`config.mk`:
```
export PLATFORM = sky130hd
export DESIGN_NAME = ram_ctrl
export DESIGN_NICKNAME = d
export VERILOG_FILES = /design/src/rtl/ram_ctrl_pkg.sv /design/src/rtl/ram_ctrl.sv
export SDC_FILE = /design/constraint.sdc
export NUM_CORES = 1
export LEC_CHECK = 0
export CAP_MARGIN = 20
export CORE_AREA = 2 2 54 56
export DETAILED_ROUTE_END_ITERATION = 10
export DIE_AREA = 0 0 56 58
export PLACE_DENSITY_LB_ADDON = 0.25
export RECOVER_POWER = 25
export SLEW_MARGIN = 0
export SYNTH_ARGS = -nofsm -noshare
export SYNTH_HDL_FRONTEND = slang
export SYNTH_SLANG_ARGS = --single-unit
```
`constraint.sdc`:
```
create_clock -name Clk -period 2.18 [get_ports Clk]
set_clock_uncertainty 0.2 [all_clocks]
set_input_delay 0.327 -clock Clk [delete_from_list [all_inputs] [get_ports Clk]]
set_output_delay 0.327 -clock Clk [all_outputs]
set_load 0.03 [all_outputs]
```
`src/rtl/ram_ctrl_pkg.sv`:
```
// Shared types and default widths for the ram_ctrl front-end.
// RAM_CTRL_CLEAR_EN selects CLEAR as the reset state (zero sweep after reset).
package ram_ctrl_pkg;

   localparam int RAM_ADDR_W = 6;
   localparam int RAM_DATA_W = 8;

   typedef enum logic [2:0] {
      S_CLEAR,
      S_IDLE,
      S_WRITE,
      S_READ,
      S_CAPT,
      S_RESP
   } state_t;

`ifdef RAM_CTRL_CLEAR_EN
   localparam state_t RESET_STATE = S_CLEAR;
`else
   localparam state_t RESET_STATE = S_IDLE;
`endif

   // States in which the RAM chip select is asserted.
   function automatic logic drives_cs(state_t s);
      return (s == S_CLEAR) || (s == S_WRITE) || (s == S_READ) || (s == S_CAPT);
   endfunction

   // States in which the RAM write enable is asserted.
   function automatic logic drives_wr(state_t s);
      return (s == S_CLEAR) || (s == S_WRITE);
   endfunction

endpackage

```
`src/rtl/ram_ctrl.sv`:
```
// Single-outstanding request/response front-end for the 64x8 SmallRam.
// Optional RAM_CTRL_CLEAR_EN: zero the whole RAM with a sweep after every reset.
module ram_ctrl
   import ram_ctrl_pkg::*;
#(
   parameter int ADDR_W = RAM_ADDR_W,
   parameter int DATA_W = RAM_DATA_W
) (
   input  logic              Clk,
   input  logic              Rst_n,
   input  logic              ReqValid,
   output logic              ReqReady,
   input  logic              ReqWr,
   input  logic [ADDR_W-1:0] ReqAddr,
   input  logic [DATA_W-1:0] ReqData,
   output logic              RspValid,
   input  logic              RspReady,
   output logic [DATA_W-1:0] RspData,
   output logic [ADDR_W-1:0] MemAddr,
   output logic              MemWR,
   output logic              MemCS,
   output logic [DATA_W-1:0] MemDi,
   input  logic [DATA_W-1:0] MemDo
);

   state_t            state_q;
   state_t            state_d;
   logic [ADDR_W-1:0] addr_q;
   logic [DATA_W-1:0] data_q;
   logic [DATA_W-1:0] rsp_data_q;
   logic              accept;

   assign accept = ReqValid && (state_q == S_IDLE);

   // Command latches feed the Mem* pins, so requesters never see a
   // combinational path into the RAM.
   always_ff @(posedge Clk) begin
      if (!Rst_n) begin
         state_q    <= RESET_STATE;
         addr_q     <= '0;
         data_q     <= '0;
         rsp_data_q <= '0;
      end else begin
         state_q <= state_d;
         if (accept) begin
            addr_q <= ReqAddr;
            data_q <= ReqData;
         end
         if (state_q == S_CAPT) begin
            rsp_data_q <= MemDo;
         end
      end
   end

`ifdef RAM_CTRL_CLEAR_EN
   logic [ADDR_W-1:0] clr_cnt;
   logic              clr_last;

   assign clr_last = (clr_cnt == {ADDR_W{1'b1}});

   // Sweep address wraps back to zero naturally after the last word.
   always_ff @(posedge Clk) begin
      if (!Rst_n) begin
         clr_cnt <= '0;
      end else if (state_q == S_CLEAR) begin
         clr_cnt <= clr_cnt + 1'b1;
      end
   end
`endif

   always_comb begin
      state_d = state_q;
      case (state_q)
`ifdef RAM_CTRL_CLEAR_EN
         S_CLEAR: begin
            if (clr_last) begin
               state_d = S_IDLE;
            end
         end
`endif
         S_IDLE: begin
            if (ReqValid) begin
               state_d = ReqWr ? S_WRITE : S_READ;
            end
         end
         S_WRITE: state_d = S_IDLE;
         S_READ:  state_d = S_CAPT;
         // RAM output is registered and CS-gated, so CS stays high here.
         S_CAPT:  state_d = S_RESP;
         S_RESP: begin
            if (RspReady) begin
               state_d = S_IDLE;
            end
         end
         default: state_d = S_IDLE;
      endcase
   end

   always_comb begin
      ReqReady = (state_q == S_IDLE);
      RspValid = (state_q == S_RESP);
      RspData  = rsp_data_q;
      MemCS    = drives_cs(state_q);
      MemWR    = drives_wr(state_q);
      MemAddr  = addr_q;
      MemDi    = data_q;
`ifdef RAM_CTRL_CLEAR_EN
      if (state_q == S_CLEAR) begin
         MemAddr = clr_cnt;
         MemDi   = '0;
      end
`endif
   end

endmodule

```
# Yosys cells after proc, flatten, opt, wreduce, memory -nomap -nowiden
# Index checks and enable logic that the tools add are counted.
# totals
reg_bits,25
out_inout_bits,26
word_cells,21
# classes
eq_ne,7
n_mux,4
n_reduce_logical,6
# op_table
cell,count
3-bit case mux with 4 select lines,1
"3-bit by 2-bit == test with 1-bit output, second input constant",2
"3-bit == test, second input constant",2
3-bit two-way mux,2
"3-bit by 1-bit == test with 1-bit output, second input constant",1
3-bit logical NOT,1
1-bit logical OR,3
"2-bit by 1-bit != test with 1-bit output, second input constant",1
"2-bit != test, second input constant",1
2-bit AND reduction,1
1-bit logical AND,1
1-bit two-way mux,1

# Logic depth before layout (Yosys ltp)
# Gate-level depths: netlist (run 1).
# logic_depth
depth_word,4
ltp_mapped,6
mapped_depth_nobuf,3

# Least setup slack after synthesis (run 1)
# No wires, ideal clock.
# synth_timing
kind,register to output
startpoint,register state_q[1]
endpoint,output port MemCS
arrival_ps,977
required_time_ps,1653
slack_ps,676
path_stages_with_launch,3
cell_sequence,dfxtp_1 buf_6 mux2i_1
# synth_between
elab_chain_len,4
word_cells_on_any_way,7
# synth_rtl
element,line,rtl
"start, declared",ram_ctrl.sv:26,state_t state_q;
"start signal, assigned",ram_ctrl.sv:44,state_q <= state_d;
3-bit by 2-bit == test with 1-bit output or 3-bit logical NOT (tied branches),ram_ctrl_pkg.sv:25,return (s == S_CLEAR) || (s == S_WRITE) || (s == S_READ) || (s == S_CAPT);
1-bit logical OR (2 in a row),ram_ctrl_pkg.sv:25,
1-bit logical OR (*),ram_ctrl_pkg.sv:25,
"end, declared",ram_ctrl.sv:21,"output logic MemCS,"
# Every way passes the cells marked *; elsewhere a longest branch is shown, timed or not.

# Worst setup path after layout (run 1)
# layout_timing
startpoint,register state_q[2]
endpoint,output port ReqReady
# layout_between
elab_chain_len,1
# layout_rtl
element,line,rtl
3-bit by 1-bit == test with 1-bit output,ram_ctrl.sv:100,ReqReady = (state_q == S_IDLE);
"end, declared",ram_ctrl.sv:12,"output logic ReqReady,"
# No other way between the ends.

==> results of run 1 <==
-- how the worst max path moves through the flow --
stage          startpoint       end  slack [ns]  cells past startpoint
2_1_floorplan  state_q[1]     MemCS        0.68                      2
6_report       state_q[2]  ReqReady        0.15                      3
4_1_cts        state_q[1]  RspValid        0.02                      2
3_3_place_gp   state_q[2]  ReqReady        0.31                      3
5_1_grt        state_q[2]  ReqReady        0.05                      3
3_5_place_dp   state_q[2]  ReqReady        0.27                      3
-- stage by stage --
step	hold WS, ns	power (uW)	setup slack (ns)	cell area [um2]	util, %
floorplan	0.257	651	0.676	1080	-
global placement	0.238	747	0.308	1530	57.5
detailed placement	0.250	752	0.266	1530	57.5
CTS	0.268	955	0.0242	1550	58.4
global route	0.286	982	0.0538	1540	57.9
finish	0.267	932	0.147	1540	57.9
-- what timing repair did --
item / 4_1_cts / 5_1_grt
gates resized for setup: 2 / 1
endpoints found under the setup margin: 2 / 1
setup buffers: 0 / 0
-- power by group --
| group | switching (uW) | internal (uW) |
|---|---|---|
| combinational | 123 | 111 |
| sequential | 16.5 | 483 |
| clock | 128 | 71.3 |
-- critical path, delay by kind of cell, from the launching register on --
| kind | cells | cell delay, ns |
|---|---|---|
| flip-flops | 1 | 0.44 |
| AND/OR/NAND/NOR | 2 | 0.42 |
| buffers and inverters | 1 | 0.35 |
-- placed cells by master (no fill, tap or decap) --
cell             synthesis  final
o21ai_2                  8      8
o21ai_0                 13     14
buf_4                    1      1
dlymetal6s2s_1           0      1
a22oi_1                  1      1
dlygate4sd3_1            0      1
nand3_1                 21     21
a21o_2                   1      1
and2b_2                  1      1
and4bb_1                 1      1
clkdlybuf4s50_1          0     48
clkbuf_2                 0      1
nor2b_1                  1      1
clkbuf_4                 0      3
and3b_2                  1      1
a21oi_1                  1      1
nand2_1                 22     22
nand3_2                  2      2
nor2_1                   1      1
or3b_1                   1      1
and2_1                   1      1
and2b_1                  1      1
clkbuf_1                 1      1
dlygate4sd2_1            0      2
mux2i_1                  1      1
dfxtp_1                 25     25
-- sequential cells by signal (all words and copies together), names as in the netlist --
name,flops
MemDi,8
RspData,8
MemAddr,6
state_q,3
-- area by class of cell --
class,instances,share of cell area [%]
clock buffer,4,1.70
multi-input combinational,79,28.7
sequential,25,32.5
tap,31,2.52
timing repair buffer,54,34.6
-- cell families (layout without fill, tap and decap cells) --
family | count (synthesis) | in the layout | share of synthesized area [%]
AO/OA/AOI/OAI | 25 | 25 | 15.0
buffers and inverters | 11 | 58 | 12.4
multiplexers | 1 | 1 | 0.929
AND/OR/NAND/NOR | 53 | 53 | 25.2
flip-flops | 25 | 25 | 46.5
-- metal layers --
| metal | vias up | GRT usage (%) | share of wire, % |
|---|---|---|---|
| met3 | 2 | 3.79 | 8.3 |
| met5 | - | 0 | 0 |
| met4 | 0 | 6.12 | 0.59 |
| li1 | 484 | - | - |
| met2 | 36 | 25.0 | 48 |
| met1 | 420 | 15.0 | 43 |
==> metrics.md, run 1 <==
| Metric | Value |
|---|---|
| Area Growth Syn to Fin | `43.1%` |
| Initial Utilization | `40.5%` |
| Worst hold path endpoint | `MemDi[1]` |
| TritonCTS buffer count | `3` |
| Setup total negative slack | `0 ns` |
| Synth top area share | `46.5%` |
| Post-Syn Area | `0.00108 mm2` |
| Status | `finished clean` |
| Top cells by area, synth | `dfxtp_1 46%, nand3_1 9.8%, nand2_1 7.7%, o21ai_2 6.5%, clkbuf_8 6.4%` |
| Fillers | `257` |
| Min-delay worst type | `reg2reg` |
| H-tree levels | `1` |
| Final HPWL DP | `1590 um` |
| VDD IR max | `0.428 mV` |
| Post-synth top area cell | `dfxtp_1` |
| Crit path max fanout | `7` |
| Top post-synthesis cells by count | `25 x dfxtp_1, 22 x nand2_1, 21 x nand3_1` |
| Largest net degree at the start of global routing | `48` |
| Worst skew pair latency | `0.30 ns` |
| Startpoint Class | `register` |
| Routability cong. | `0.735` |
| Total area of sequential cells | `500 um2` |
| DRC viols | `0` |
| Final worst path period share | `93.3%` |
| Distinct cells, synth | `24` |
| Root Driver | `clkbuf_4` |
| Synth Instances | `115` |
| Reg2reg end | `RspData[3]` |
| Via count of the first global-routing pass | `853` |
| R2R cell count | `3` |
| Multi-input gate area | `443 um2` |
| Required @ worst endpoint | `1.65 ns` |
| Final slew viol count | `0` |
| Routed WL | `2190 um` |
| Fraction of registers with async set/reset | `0%` |
| Main synth FF type | `dfxtp_1` |
| Worst Setup End Kind | `primary output` |
| Critical Path Max Stage Delay | `0.44 ns` |
| RSZ-0062 raised after global routing | `false` |
| Leakage | `0.000576 uW` |
| Vias/cell | `4.88` |
| Layout cells sized above 1 | `11.1%` |
| Setup Crit Path Kind | `reg2out` |
| Grt total ovfl | `0` |
| Ant. Diodes | `0` |
| Site row count | `19` |
| DR iter-0 viols | `18` |
| Syn Area/Cell | `9.37 um2` |
| First-pass DRT Iterations | `4` |
| RR Startpoint | `state_q[2]` |
| Clock Path Buffers | `2` |
| Final hold viol count | `0` |
| Die height | `58 um` |
| Post-route ant nets | `0` |
| Minimum clock period | `2.03 ns` |
| Number of max-cap violations | `0` |
| First-pass GRT wire length | `3550 um` |
| Die X | `56 um` |
| Routed vias | `942` |
| Pwr Density | `604 mW/mm2` |
| Crit path max-delay cell type | `dfxtp_1` |
| Worst slew pin tran | `0.846 ns` |
| Final Setup Violations | `0` |
| Worst hold stages | `2` |
| Slew Limit Headroom | `43.6%` |
| Flops & latches, synth | `25` |
| Syn nets | `142` |
| FF-to-FF setup slack | `0.47 ns` |
| Crit path arrival time | `1.51 ns` |
| Routed WL per cell | `11.4 um` |
| Core Area | `0.00266 mm2` |
| Count leader, synth | `dfxtp_1` |
| Initial antenna violation count | `0` |
| Fmax | `492 MHz` |
| Post-synth EDFFs | `0` |
| Nets | `190` |
| CP cell instances | `and2b_1 > and2b_2 > dlygate4sd2_1` |
| CTS tree | `built` |
| Seq/Total Area, Yosys | `46.5%` |
| Cells after DPL | `189` |
| I/O Pins | `53` |
| Post-cts hold buffer count | `0` |
| Total GRT Usage | `13.8%` |
| Port bufs | `52` |
| Non-Filler Instances | `193` |
| Ys Warns | `0` |
| DIE AREA | `0.00325 mm2` |
| Count of clock tree sinks | `25` |
| Worst hold start | `MemDi[1]` |
| Clock-pin slew on the worst setup and hold paths | `0.13 ns` |
No activity file was read; power rests on OpenSTA's default activity.
==> run 2: changes to the inputs <==
- CTS_CLUSTER_DIAMETER: not set -> 120
- CTS_CLUSTER_SIZE: not set -> 16
==> results of run 2 <==
The final DEF is identical to that of run 1; final timing and power are the same.
